<file path="src/rtl/mod_key_sched.sv">
// Round-key sequencer: walks a key ROM from first to last index (or the reverse
// for decryption) and presents each key to a consumer over a valid/ready handshake.
module mod_key_sched #(
  parameter int DATA_W   = 128,
  parameter int ADDR_W   = 4,
  parameter int LAST_IDX = 14
) (
  input  logic              clk,
  input  logic              resetn,
  input  logic              start,
  input  logic              decrypt,
  input  logic              abort,
  output logic              rom_start,
  output logic              rom_wr_en,
  output logic [ADDR_W-1:0] rom_sel,
  input  logic [DATA_W-1:0] rom_data,
  input  logic              rom_done,
  output logic [DATA_W-1:0] key_out,
  output logic [ADDR_W-1:0] key_round,
  output logic              key_valid,
  input  logic              key_ready,
  output logic              busy,
  output logic              seq_done
);

  localparam logic [ADDR_W-1:0] IDX_LAST = ADDR_W'(LAST_IDX);
  localparam logic [ADDR_W-1:0] IDX_ZERO = '0;
  localparam logic [ADDR_W-1:0] IDX_ONE  = ADDR_W'(1);

  typedef enum logic [2:0] {
    S_IDLE,
    S_REQ,
    S_WAIT,
    S_PRESENT,
    S_FINISH
  } state_t;

  state_t            r_state;
  state_t            w_state_nxt;
  logic [ADDR_W-1:0] r_idx;
  logic [ADDR_W-1:0] w_idx_nxt;
  logic              r_dec;
  logic              w_dec_nxt;
  logic              w_capture;
  logic              w_is_last;
  logic [DATA_W-1:0] r_key;
  logic [ADDR_W-1:0] r_round;

  // Index arithmetic stays ADDR_W wide so the step wraps naturally.
  function automatic logic [ADDR_W-1:0] step_idx(input logic [ADDR_W-1:0] idx,
                                                 input logic              dec);
    return dec ? (idx - IDX_ONE) : (idx + IDX_ONE);
  endfunction

  assign w_is_last = r_dec ? (r_idx == IDX_ZERO) : (r_idx == IDX_LAST);

  always_ff @(posedge clk or negedge resetn) begin
    if (!resetn) begin
      r_state <= S_IDLE;
    end else begin
      r_state <= w_state_nxt;
    end
  end

  always_comb begin
    w_state_nxt = r_state;
    w_idx_nxt   = r_idx;
    w_dec_nxt   = r_dec;
    w_capture   = 1'b0;
    rom_start   = 1'b0;
    rom_wr_en   = 1'b0;
    case (r_state)
      S_IDLE: begin
        if (start && !abort) begin
          w_dec_nxt   = decrypt;
          w_idx_nxt   = decrypt ? IDX_LAST : IDX_ZERO;
          w_state_nxt = S_REQ;
        end
      end
      S_REQ: begin
        rom_start   = 1'b1;
        rom_wr_en   = 1'b1;
        w_state_nxt = S_WAIT;
      end
      S_WAIT: begin
        if (rom_done) begin
          w_capture   = 1'b1;
          w_state_nxt = S_PRESENT;
        end
      end
      S_PRESENT: begin
        if (key_ready) begin
          if (w_is_last) begin
            w_state_nxt = S_FINISH;
          end else begin
            w_idx_nxt   = step_idx(r_idx, r_dec);
            w_state_nxt = S_REQ;
          end
        end
      end
      S_FINISH: begin
        w_state_nxt = S_IDLE;
      end
      default: begin
        w_state_nxt = S_IDLE;
      end
    endcase
    // Abort overrides every transition and freezes the datapath as it stands.
    if (abort && (r_state != S_IDLE)) begin
      w_state_nxt = S_IDLE;
      w_idx_nxt   = r_idx;
      w_dec_nxt   = r_dec;
      w_capture   = 1'b0;
    end
  end

  always_ff @(posedge clk or negedge resetn) begin
    if (!resetn) begin
      r_idx   <= '0;
      r_dec   <= 1'b0;
      r_key   <= '0;
      r_round <= '0;
    end else begin
      r_idx <= w_idx_nxt;
      r_dec <= w_dec_nxt;
      if (w_capture) begin
        r_key   <= rom_data;
        r_round <= r_idx;
      end
    end
  end

  // idx only moves on entry to REQ, so it doubles as the held ROM select.
  assign rom_sel   = r_idx;
  assign key_out   = r_key;
  assign key_round = r_round;
  assign key_valid = (r_state == S_PRESENT);
  assign busy      = (r_state != S_IDLE);
  assign seq_done  = (r_state == S_FINISH);

endmodule

</file>
<file path="config.mk">
export PLATFORM = sky130hd
export DESIGN_NAME = mod_key_sched
export DESIGN_NICKNAME = d
export VERILOG_FILES = /design/src/rtl/mod_key_sched.sv
export SDC_FILE = /design/constraint.sdc
export NUM_CORES = 1
export LEC_CHECK = 0
export ABC_CLOCK_PERIOD_IN_PS = 1980
export BUFFER_PORTS_ARGS = -buffer_cell sky130_fd_sc_hd__buf_2
export CORE_AREA = 2 2 134 97
export CTS_BUF_LIST = sky130_fd_sc_hd__clkbuf_8
export CTS_CLUSTER_SIZE = 40
export DETAILED_ROUTE_END_ITERATION = 12
export DIE_AREA = 0 0 136 99
export GPL_ROUTABILITY_DRIVEN = 0
export PLACE_DENSITY = 0.81
export SETUP_SLACK_MARGIN = 0.4
export SYNTH_ARGS = -nofsm -noshare
export SYNTH_HDL_FRONTEND = slang
export SYNTH_SLANG_ARGS = --single-unit
export TNS_END_PERCENT = 1
</file>
<file path="constraint.sdc">
create_clock -name clk -period 1.98 [get_ports clk]
set_input_delay 0.297 -clock clk [delete_from_list [all_inputs] [get_ports clk]]
set_output_delay 0.297 -clock clk [all_outputs]
set_load 0.005 [all_outputs]
</file>
==> impl_metrics.tcl <==
set metrics [dict create \
    cts_buffers 17 \
    grt_max_degree 59 \
    final_common_cell "buf_2" \
    finalCritPeriodShare_pct 85.5 \
    dieHeight_um 99 \
    cts_tree "built" \
    crit_path_end_kind "flip-flop" \
    placed_cells 775 \
    slew_violations 0 \
    synth_edf_count 0 \
    cts_htree_levels 4 \
    timing.fmax_mhz 591 \
    power_leakage_nw 4.26 \
    place.port_buffers 275 \
    ios 276 \
    clock_skew_ns 0.00905 \
    post_synth_num_cell_types 38 \
    fp.dieArea_um2 13500 \
    grt_usage_pct 20.9 \
    hp-start "rom_data[5]" \
    grtUsageMet1_pct 24.8 \
    use_met2_pct 36.8 \
    hold_class "in2reg" \
    ant_nets 0 \
    clkSinkCount 140 \
    synthCells 345 \
    synthArstFlopShare_pct 100 \
    ir_drop_mv 0.669 \
    synth_area_per_cell_um2 16.6 \
    clk_pin_slew_ns 0.08 \
    reg2reg_from "r_state[1]" \
    fillCellCount 911 \
    worstMarginPinSlew_ns 0.537 \
    final_cell_mix "buf_2 (275), dfrtp_1 (134), mux2_2 (74)" \
    regArea_um2 3510 \
    fin_cells 819 \
    status "finished, final reports clean" \
    place_hpwl_um 10100 \
    post-route-util_pct 65.7 \
    critPathKind "reg2reg" \
    final_nets 783 \
    grtUsageMet3_pct 5.61 \
    grt_pass1_wl_um 21700 \
    rsz0062_at_grt "yes" \
    cp-startpoint "r_state[1]" \
    wirelength_um 13900 \
    clk_latency_ns 0.42 \
    relSlewSlack_pct 64.2 \
    remaining_drc_errors 0 \
    finalSetupTns_ns 0 \
    detail_route.wl_per_cell_um 17.0 \
    ys_ff_latch 140 \
    post_drt_via_cell_ratio 4.97 \
    drv_cap 0 \
    multiInputGateArea_um2 2080 \
    layout_min_cycle_time_ns 1.69 \
    rows 34 \
    area_delta_synth_final_pct 39.8 \
    power.density_nw_per_um2 1460 \
    die-width_um 136 \
    yosysWarnings 0 \
    synth-seq-area-share_pct 61.3 \
    grt_pass1_vias 4417 \
    core_area_um2 12200 \
    final_hold_viol_count 0 \
    cts_root_buf "clkbuf_8" \
    netlist_area_um2 5710 \
    overflow 0 \
    drt_iter0_drc 144 \
    arrival_ns 2.04 \
    critical_path_required_ns 2.33 \
    vias 4073 \
    syn_nets 483 \
    dpl_worst_slack_ns 0.278 \
    start_kind "flip-flop" \
    worstPathMaxFanout 7 \
    drive_gt1_share_pct 72.0 \
    antenna_found_initial 1 \
    start_util_pct 46.9 \
    ys.flop_type "dfrtp_1" \
    worst_slack_ns 0.287 \
    firstDrtPassIters 4 \
    power_w 0.0117 \
    cts_buffer_depth 2 \
    top_usage_layer "met2" \
    setup_viol 0 \
]
==> registers in the layout, indices dropped and copies added, names as in the netlist <==
name,cells
rom_sel,4
key_round,4
r_dec,1
key_out,128
r_state,3
==> kinds of logic after synthesis <==
group                      count (synthesis)  synth area share (%)
AOI/OAI and AO/OA                         17                  1.97
xor gates and xnor gates                   1                 0.153
adders and majority gates                  3                 0.789
buffers and inverters                     22                  2.65
DFF                                      140                  61.3
muxes                                    131                  29.5
and+or+nand+nor                           31                  3.61
==> critical path, stage by stage, from the launching register on <==
cell      delay (ns)
dfrtp_2         0.44
buf_4           0.15
nor3b_1         0.34
o21ai_2         0.17
or3b_1          0.43
nand4b_1        0.11
==> synth_stat cells (3+ instances only) <==
| library cell | number | area, um2 |
|---|---|---|
| dfrtp_1 | 140 | 3500 |
| mux2_2 | 74 | 833 |
| mux2_4 | 56 | 841 |
| buf_2 | 10 | 50.1 |
| buf_6 | 7 | 78.8 |
| a31oi_1 | 4 | 25.0 |
| nand2_1 | 4 | 15.0 |
| a21o_1 | 3 | 22.5 |
| a21oi_1 | 3 | 15.0 |
| inv_1 | 3 | 11.3 |
| nand3_1 | 3 | 15.0 |
| nand4b_1 | 3 | 26.3 |
==> path summary, 6_finish.rpt <==
path,endpoint,slack [ns],cells after the start
hold reg to reg,key_round[1],0.49,2
min in group asynchronous,key_out[84],0.43,2
setup reg to reg,rom_sel[3],0.29,5
hold / removal,key_out[5],0.10,2
setup / recovery,rom_sel[3],0.29,5
max in group asynchronous,r_dec,0.92,3
==> per-layer routing <==
metal	vias up	wire, um	share of wire [%]
li1	1832	-	-
met3	16	896	6.4
met4	0	179	1.3
met2	183	7340	53
met5	-	0	0
met1	2042	5500	40
==> power by group <==
part | internal, W | switching [W]
clock network | 0.00138 | 0.00108
logic | 0.00260 | 0.00153
registers | 0.00428 | 0.000802
total | 0.00825 | 0.00342
==> metrics by stage <==
step,hold WS (ns),area [um2]
6_report,0.104,7990
5_1_grt,0.0598,7990
4_1_cts,0.0680,7960
3_5_place_dp,0.305,7310
3_3_place_gp,0.297,7310
2_1_floorplan,0.00141,5710
==> area by class of cell <==
| type | count | share of cell area, % |
|---|---|---|
| diodes | 1 | 0.0313 |
| clock buffers | 17 | 2.93 |
| clock inverters | 13 | 2.38 |
| inverters | 3 | 0.141 |
| multi-input cells | 183 | 26.1 |
| flip-flops and latches | 140 | 44.0 |
| well taps | 162 | 2.54 |
| repair buffers | 300 | 22.0 |
==> what timing repair did <==
item | in CTS | in global routing
gates resized for setup | 21 | 6
endpoints found under the hold margin | 54 | 0
hold buffers | 1 | 0
pin swaps | 2 | 1
endpoints found under the setup margin | 125 | 141
gates cloned | 2 | 0
buffers inserted | 10 | 0
Power figures use the tool's default switching activity.
